$ cat src/rtl/regfile_access_arbiter.sv
// -----------------------------------------------------------------------------
// regfile_access_arbiter
//
// Shares the single register-file access port between two requesters:
//   A - core datapath
//   B - debug / monitor
// One access takes three cycles (IDLE grant -> ISSUE -> CAPTURE). The winning
// request is latched at the grant edge. The register file is enabled for
// exactly one cycle (ISSUE). Its registered read data is captured into the
// owner's response registers at the end of CAPTURE, and the owner's rvalid
// pulses for one cycle.
//
// Parameters
//   DATA_W     register data width
//   ADDR_W     register address width
//   PRIO_MODE  0 = round-robin between A and B, 1 = fixed priority (A wins)
//
// Ports
//   clk, rst_n                       clock (rising edge), async active-low reset
//   a_*_i / b_*_i                    requester inputs: req, we, raddr1/2, waddr, wdata
//   a_gnt_o / b_gnt_o                request accepted this cycle (IDLE only, combinational)
//   a_rvalid_o / b_rvalid_o          one-cycle response strobe
//   a_rdata1/2_o, b_rdata1/2_o       response data, held until the next own response
//   busy_o                           access in flight (ISSUE or CAPTURE)
//   rf_en_o                          register-file enable, one-cycle pulse in ISSUE
//   rf_reg_write_o                   latched write enable, qualified by ISSUE
//   rf_read_reg1/2_o, rf_write_reg_o latched addresses
//   rf_write_data_o                  latched write data
//   rf_read_data1/2_i                register-file registered read data
// -----------------------------------------------------------------------------
module regfile_access_arbiter #(
    parameter int DATA_W    = 32,
    parameter int ADDR_W    = 5,
    parameter int PRIO_MODE = 0
) (
    input  logic              clk,
    input  logic              rst_n,

    // Requester A (core datapath)
    input  logic              a_req_i,
    input  logic              a_we_i,
    input  logic [ADDR_W-1:0] a_raddr1_i,
    input  logic [ADDR_W-1:0] a_raddr2_i,
    input  logic [ADDR_W-1:0] a_waddr_i,
    input  logic [DATA_W-1:0] a_wdata_i,
    output logic              a_gnt_o,
    output logic              a_rvalid_o,
    output logic [DATA_W-1:0] a_rdata1_o,
    output logic [DATA_W-1:0] a_rdata2_o,

    // Requester B (debug / monitor)
    input  logic              b_req_i,
    input  logic              b_we_i,
    input  logic [ADDR_W-1:0] b_raddr1_i,
    input  logic [ADDR_W-1:0] b_raddr2_i,
    input  logic [ADDR_W-1:0] b_waddr_i,
    input  logic [DATA_W-1:0] b_wdata_i,
    output logic              b_gnt_o,
    output logic              b_rvalid_o,
    output logic [DATA_W-1:0] b_rdata1_o,
    output logic [DATA_W-1:0] b_rdata2_o,

    // Status
    output logic              busy_o,

    // Register-file port
    output logic              rf_en_o,
    output logic              rf_reg_write_o,
    output logic [ADDR_W-1:0] rf_read_reg1_o,
    output logic [ADDR_W-1:0] rf_read_reg2_o,
    output logic [ADDR_W-1:0] rf_write_reg_o,
    output logic [DATA_W-1:0] rf_write_data_o,
    input  logic [DATA_W-1:0] rf_read_data1_i,
    input  logic [DATA_W-1:0] rf_read_data2_i
);

    // Owner encoding, also used as the index of the response generate block.
    localparam logic OWNER_A = 1'b0;
    localparam logic OWNER_B = 1'b1;

    typedef enum logic [1:0] {
        ST_IDLE    = 2'd0,
        ST_ISSUE   = 2'd1,
        ST_CAPTURE = 2'd2
    } state_e;

    state_e            state_q, state_d;
    logic              owner_q, owner_d;
    logic              last_owner_q, last_owner_d;
    logic              we_q, we_d;
    logic [ADDR_W-1:0] raddr1_q, raddr1_d;
    logic [ADDR_W-1:0] raddr2_q, raddr2_d;
    logic [ADDR_W-1:0] waddr_q, waddr_d;
    logic [DATA_W-1:0] wdata_q, wdata_d;

    logic              grant_valid;
    logic              grant_owner;

    // Fields of the winning requester, selected by grant_owner.
    logic              sel_we;
    logic [ADDR_W-1:0] sel_raddr1;
    logic [ADDR_W-1:0] sel_raddr2;
    logic [ADDR_W-1:0] sel_waddr;
    logic [DATA_W-1:0] sel_wdata;

    // -------------------------------------------------------------------------
    // Arbitration. Only evaluated in IDLE, so a request raised during an
    // access simply stays pending until the FSM is back in IDLE.
    // On a tie, round-robin hands the port to whoever did not win last;
    // last_owner resets to B so A wins the first tie.
    // -------------------------------------------------------------------------
    always_comb begin
        grant_valid = 1'b0;
        grant_owner = OWNER_A;
        if (state_q == ST_IDLE) begin
            if (a_req_i && b_req_i) begin
                grant_valid = 1'b1;
                if (PRIO_MODE == 1) begin
                    grant_owner = OWNER_A;
                end else begin
                    grant_owner = ~last_owner_q;
                end
            end else if (a_req_i) begin
                grant_valid = 1'b1;
                grant_owner = OWNER_A;
            end else if (b_req_i) begin
                grant_valid = 1'b1;
                grant_owner = OWNER_B;
            end
        end
    end

    assign a_gnt_o = grant_valid && (grant_owner == OWNER_A);
    assign b_gnt_o = grant_valid && (grant_owner == OWNER_B);

    always_comb begin
        if (grant_owner == OWNER_B) begin
            sel_we     = b_we_i;
            sel_raddr1 = b_raddr1_i;
            sel_raddr2 = b_raddr2_i;
            sel_waddr  = b_waddr_i;
            sel_wdata  = b_wdata_i;
        end else begin
            sel_we     = a_we_i;
            sel_raddr1 = a_raddr1_i;
            sel_raddr2 = a_raddr2_i;
            sel_waddr  = a_waddr_i;
            sel_wdata  = a_wdata_i;
        end
    end

    // -------------------------------------------------------------------------
    // FSM next-state and request latch. The latched fields only change at a
    // grant edge, so the rf_* address/data outputs keep their values between
    // accesses.
    // -------------------------------------------------------------------------
    always_comb begin
        state_d      = state_q;
        owner_d      = owner_q;
        last_owner_d = last_owner_q;
        we_d         = we_q;
        raddr1_d     = raddr1_q;
        raddr2_d     = raddr2_q;
        waddr_d      = waddr_q;
        wdata_d      = wdata_q;

        unique case (state_q)
            ST_IDLE: begin
                if (grant_valid) begin
                    state_d      = ST_ISSUE;
                    owner_d      = grant_owner;
                    last_owner_d = grant_owner;
                    we_d         = sel_we;
                    raddr1_d     = sel_raddr1;
                    raddr2_d     = sel_raddr2;
                    waddr_d      = sel_waddr;
                    wdata_d      = sel_wdata;
                end
            end
            ST_ISSUE: begin
                state_d = ST_CAPTURE;
            end
            ST_CAPTURE: begin
                state_d = ST_IDLE;
            end
            default: begin
                state_d = ST_IDLE;
            end
        endcase
    end

    always_ff @(posedge clk or negedge rst_n) begin
        if (!rst_n) begin
            state_q      <= ST_IDLE;
            owner_q      <= OWNER_B;
            last_owner_q <= OWNER_B;
            we_q         <= 1'b0;
            raddr1_q     <= '0;
            raddr2_q     <= '0;
            waddr_q      <= '0;
            wdata_q      <= '0;
        end else begin
            state_q      <= state_d;
            owner_q      <= owner_d;
            last_owner_q <= last_owner_d;
            we_q         <= we_d;
            raddr1_q     <= raddr1_d;
            raddr2_q     <= raddr2_d;
            waddr_q      <= waddr_d;
            wdata_q      <= wdata_d;
        end
    end

    // -------------------------------------------------------------------------
    // Register-file drive. rf_en and the write strobe are decoded from the
    // state register, so an asynchronous reset during ISSUE removes them
    // immediately and the pending write never reaches the register file.
    // Write address 0 is passed through untouched.
    // -------------------------------------------------------------------------
    assign rf_en_o         = (state_q == ST_ISSUE);
    assign rf_reg_write_o  = (state_q == ST_ISSUE) && we_q;
    assign rf_read_reg1_o  = raddr1_q;
    assign rf_read_reg2_o  = raddr2_q;
    assign rf_write_reg_o  = waddr_q;
    assign rf_write_data_o = wdata_q;
    assign busy_o          = (state_q == ST_ISSUE) || (state_q == ST_CAPTURE);

    // -------------------------------------------------------------------------
    // Per-requester response registers. Index 0 is A, index 1 is B. Each block
    // only reacts when its requester owns the access in CAPTURE, so the other
    // requester's rdata and rvalid are left alone.
    // -------------------------------------------------------------------------
    for (genvar gi = 0; gi < 2; gi++) begin : gen_resp
        localparam logic MY_ID = 1'(gi);

        logic              capture_hit;
        logic              rvalid_q;
        logic [DATA_W-1:0] rdata1_q;
        logic [DATA_W-1:0] rdata2_q;

        assign capture_hit = (state_q == ST_CAPTURE) && (owner_q == MY_ID);

        always_ff @(posedge clk or negedge rst_n) begin
            if (!rst_n) begin
                rvalid_q <= 1'b0;
                rdata1_q <= '0;
                rdata2_q <= '0;
            end else begin
                rvalid_q <= capture_hit;
                if (capture_hit) begin
                    rdata1_q <= rf_read_data1_i;
                    rdata2_q <= rf_read_data2_i;
                end
            end
        end
    end

    assign a_rvalid_o = gen_resp[0].rvalid_q;
    assign a_rdata1_o = gen_resp[0].rdata1_q;
    assign a_rdata2_o = gen_resp[0].rdata2_q;
    assign b_rvalid_o = gen_resp[1].rvalid_q;
    assign b_rdata1_o = gen_resp[1].rdata1_q;
    assign b_rdata2_o = gen_resp[1].rdata2_q;

endmodule

$ cat config.mk
export PLATFORM = sky130hd
export DESIGN_NAME = regfile_access_arbiter
export DESIGN_NICKNAME = d
export VERILOG_FILES = /design/src/rtl/regfile_access_arbiter.sv
export SDC_FILE = /design/constraint.sdc
export NUM_CORES = 1
export LEC_CHECK = 0
export BUFFER_PORTS_ARGS = -buffer_cell sky130_fd_sc_hd__buf_2
export CAP_MARGIN = 20
export CORE_MARGIN = 1.5
export CORE_UTILIZATION = 40
export CTS_BUF_LIST = sky130_fd_sc_hd__clkbuf_2 sky130_fd_sc_hd__clkbuf_4 sky130_fd_sc_hd__clkbuf_8
export DETAILED_ROUTE_END_ITERATION = 10
export PLACE_DENSITY = 0.67
export SKIP_LAST_GASP = 1
export SLEW_MARGIN = 15
export SYNTH_ARGS = -nofsm -noshare
export SYNTH_HDL_FRONTEND = slang
export SYNTH_SLANG_ARGS = --single-unit
$ cat constraint.sdc
create_clock -name clk -period 1.79 [get_ports clk]
set_input_delay 0 -clock clk [delete_from_list [all_inputs] [get_ports clk]]
set_output_delay 0 -clock clk [all_outputs]
set_load 0.02 [all_outputs]
# [Word level (Yosys, flattened, before mapping)]
# Index checks and enable logic that the tools add are counted.
# W data, S select, Z words.
[op_classes] reduce_logical=9 n_bitwise=2 muxes=14 eq_ne=3
[op_table] cell="$mux W32" count=1
[op_table] cell="$mux W5" count=3
[op_table] cell="$mux W1" count=8
[op_table] cell="$logic_and A1 B1 Y1" count=6
[op_table] cell="$pmux W2 S2" count=1
[op_table] cell="$eq A2 B1 Y1 const B" count=1
[op_table] cell="$eq A2 B2 Y1 const B" count=1
[op_table] cell="$logic_not A2 Y1" count=1
[op_table] cell="$mux W2" count=1
[op_table] cell="$ne A2 B2 Y1 const B" count=1
[op_table] cell="$not A1 Y1" count=2
[op_table] cell="$reduce_and A2 Y1" count=1
[op_table] cell="$logic_or A1 B1 Y1" count=1
[totals] output_inout_bits=182 ff_bits=181 in_bits=164 word_cells=41

# [Logic depth before layout (Yosys ltp)]
[logic_depth] depth_word=6 ltp_mapped=8 ltp_nobuf=5

# [Least setup slack after synthesis]
# No wires, ideal clock.
[synth_path] kind="reg-to-reg" start="register state_q[0]" end="register gen_resp[0].rdata1_q[0], in the netlist a_rdata1_o[0]" period_less_slack_ns=1.549 n_path_buf=2 setup_slack_ns=0.241 path_stages_with_launch=7 setup_time_ns=0.125 arrival_ns=1.424 path_cell_list="dfrtp_1 inv_1 ha_1 nor2b_1 buf_4 buf_4 mux2_2"
[synth_between] elab_chain_len=2
[synth_lines] element="start, declared" line="87" rtl="state_e state_q, state_d;"
[synth_lines] element="start signal, assigned" line="203" rtl="state_q <= state_d;"
[synth_lines] element="$eq A2 B2 Y1" line="241" rtl="assign capture_hit = (state_q == ST_CAPTURE) && (owner_q == MY_ID);"
[synth_lines] element="$logic_and A1 B1 Y1" line="241"
[synth_lines] element="end signal, assigned" line="251" rtl="rdata1_q <= rf_read_data1_i;"
[synth_lines] element="end, declared" line="238" rtl="logic [DATA_W-1:0] rdata1_q;"
# No other way between the ends.
# A chain may end at the register's enable or synchronous reset.

# [Final worst setup path]
[layout_path] start="register state_q[0]" end="output a_gnt_o"
[layout_between] elab_chain_len=4
[layout_lines] element="$logic_not A2 Y1 *" line="115" rtl="if (state_q == ST_IDLE) begin"
[layout_lines] element="$mux W1" line="115"
[layout_lines] element="$not A1 Y1" line="133" rtl="assign a_gnt_o = grant_valid && (grant_owner == OWNER_A);"
[layout_lines] element="$logic_and A1 B1 Y1 *" line="133"
[layout_lines] element="end, declared" line="46" rtl="output logic a_gnt_o,"
# Every way passes the cells marked *; elsewhere a longest branch is shown, timed or not.

==> results.md <==
* Outcome: completed
* Post-Syn Nets at 748
* WL per Instance at between 15 and 20 um
* Reg2reg start: state_q[0]
* Clk buf depth at 2
* Final total power at ~21 mW
* Worst hold slack at about 0.038 ns
* LEAKAGE at 5.47 nW
* Root Buffer: clkbuf_8
* Syn Std Cell Area at about 7600 um^2
* Fin crit share at between 90% and 100%
* Worst Tran Pin Value at about 0.44 ns
* Die W at between 100 and 150 um
* Synth warn at 0
* Tmin final at 1.73 ns
* Synth Area in XOR/XNOR at 0%
* Post-synthesis sequential area ratio at around three fifths
* Setup WS post-layout at 0.0586 ns
* Std cell rows at 50
* CORE AREA at 18700 um^2
* Clock Latency Late Sink at 0.46 ns
* Reg-to-reg slack, setup at roughly 0.09 ns
* Element type at the critical path end: primary output
* PortBufs at roughly 350
* Via Count at 7067
* Synth area leader: dfrtp_1
* Synth unique cells at 19
* Slew headroom at 70.4%
* Pins over their slew limit at 0
* Worst-path maximum fanout at 14
* Final instance area at 11900 um^2
* Pwr/cell area at 1760 nW/um^2
* Vias per cell at 5.30
* IO Pins at 346
* Vias in the first global route at 7381
* Worst r2r dst: rf_write_data_o[16]
* Starting Density at 40.7%
* CTS tree: yes
* Post-synthesis cell count at 580
* RSZ-0062 raised after global routing: true
* Max_cap viols at 0
* Die area at 19900 um^2
* Final Skew at roughly 0.026 ns
* DP Area at 9740 um^2
* Hold/Removal Path Class: input port to asynchronous set/reset pin
* TritonCTS buffer count at 17
* DRT Wirelength at 24.5 mm
* Drt first pass iters at 5
* Antenna violations before repair at 0
* Largest family of logic cells by synthesized area: multiplexers
* Share of the synthesized area in the top cell type at 59.2%
* ANT cells at 0
* Sink Count at 181
* CP arrival at 1.73 ns
* Number of DRC markers in iteration 0 at 339
* Worst-case reg-to-reg path depth at 7
* GRT Util Overall at 24.6%
* Die Span Y at about 140 um
* #FFs+latches synth at around 180
* H-tree Lvls at 4
* First-pass GRT wire length at 38.7 mm
* Sum Neg Setup Slack at 0 ns
* Clock-pin transition on the worst setup and hold timing paths at 0.12 ns
* Final Hold Fails at 0
* Fmax at 0.578 GHz
* Worst Setup Path Type: flip-flop to primary output
* Startpoint Class: flip-flop
* Ratio of cells with drive above 1 in the final layout at 50.5%
* Congestion Overflow GR at 0
* Pre-CTS setup slack at 0.0988 ns
* Layout Nets at 1256
* Final ANT Viol Nets at 0
* Area growth syn-to-layout at 56.7%
* CP required at 1.79 ns
* Max VDD drop at 0.815 mV
* Post-route DRC violation count at 0
* Routability cong. at 0.797
* Final-layout fill cell count at 1398
* Synth area leaders: dfrtp_1, mux2_2, o2111ai_1, a31oi_1, o21ai_0
* Mean post-synth cell area at 13.1 um^2
* Compound-cell area share of the yosys netlist at 12.8%
* Count of final setup violators at 0
* Layout Cells excl Fill at between 1000 and 1500
* Cells after DPL at 1131
* Post-synthesis simple-gate area fraction at a little under 3%
* Final Util at 63.7%
* Post-synthesis adder-cell area fraction at 0.658%
* Mux cell area share after synthesis at 19.2%
* Largest net degree at the start of global routing at 68
* HPWL after DPL at 15.1 mm
## metal layers
metal  track usage (%)  part of all wire [%]
met1              29.1                    38
met2              42.2                    49
met3              7.00                   9.0
met4              10.5                   3.4
met5                 0                     0
## area by class of cell
| type | instances | area (um^2) | area share, % |
|---|---|---|---|
| Sequential cell | 181 | 4530 | 38.0 |
| Timing Repair Buffer | 546 | 3940 | 33.0 |
| Multi-Input combinational cell | 337 | 2770 | 23.2 |
| Tap cell | 234 | 293 | 2.46 |
| Clock buffer | 17 | 234 | 1.96 |
| Clock inverter | 14 | 140 | 1.18 |
| Inverter | 5 | 18.8 | 0.157 |
## logic make-up after synthesis
family / count (synthesis)
flip-flops: 181
AO/OA/AOI/OAI: 146
multiplexers: 130
buffers and inverters: 62
AND/OR/NAND/NOR: 57
adder cells (fa/ha/maj): 4
## worst max-delay path by stage
| stage | startpoint | to | depth (start not counted) |
|---|---|---|---|
| finish | state_q[0] | a_gnt_o | 7 |
| global route | state_q[0] | a_gnt_o | 7 |
| CTS | state_q[0] | a_gnt_o | 7 |
| detailed placement | state_q[0] | a_rdata1_o[23] | 6 |
| global placement | state_q[0] | a_rdata1_o[3] | 6 |
| floorplan | state_q[0] | a_rdata1_o[0] | 6 |
## critical path, stage by stage (launching register included)
cell	delay [ns]
dfrtp_1	0.40
inv_2	0.09
ha_4	0.16
buf_8	0.10
o21a_4	0.13
buf_12	0.14
nor2b_4	0.13
buf_4	0.13
## state kept, by name (all words and copies together) (netlist names)
signal and count:
we_q 1, last_owner_q 1, state_q 2, b_rdata1_o 32, a_rvalid_o 1, a_rdata2_o 32, b_rvalid_o 1, a_rdata1_o 32
rf_read_reg2_o 5, rf_write_data_o 32, b_rdata2_o 32, rf_write_reg_o 5, rf_read_reg1_o 5
## timing repair
| item | 4_1_cts | 5_1_grt |
|---|---|---|
| cloned | 3 | 0 |
| pin swaps | 1 | 1 |
| resized for setup | 10 | 3 |
| hold buffers | 162 | 0 |
| setup buffers | 5 | 3 |
| endpoints found under the setup margin | 2 | 2 |
| endpoints found under the hold margin | 358 | 0 |
## where the power goes
group	total (mW)	internal (mW)	switching, mW
clock network	2.65	1.02	1.63
logic	11.1	4.74	6.38
registers	7.27	6.19	1.08
total	21.0	12.0	9.08
## cell usage in the layout (no fill, tap or decap)
cell           instances
buf_2                343
mux2_2               130
o21ai_0               48
clkbuf_8              17
inv_8                  3
nand2_1                1
buf_8                  1
ha_1                   3
o21a_4                 1
o2111ai_1             48
clkinv_8               2
dfrtp_1              180
nor2_4                 1
clkinv_4               2
inv_1                  3
nand2_2                1
buf_12                16
nand2_4                1
o22ai_1                1
dlygate4sd3_1        162
inv_2                  2
dfstp_2                1
ha_4                   1
clkinvlp_4             4
nor2_1                49
and2_1                 1
nor2b_4                2
and2_4                 1
buf_6                  2
inv_6                  3
bufbuf_16              3
a31oi_1               48
buf_4                 19
## synth_stat cells, drive strengths merged
library cell and count:
o22ai 1, clkbuf 19, a31oi 48, nor2 50, ha 4, nor2b 2
o21a 1, dfstp 1, inv 5, nand2 3, and2 2, o21ai 48
mux2 130, dfrtp 180, buf 38, o2111ai 48
(Power assumes the default switching activity.)
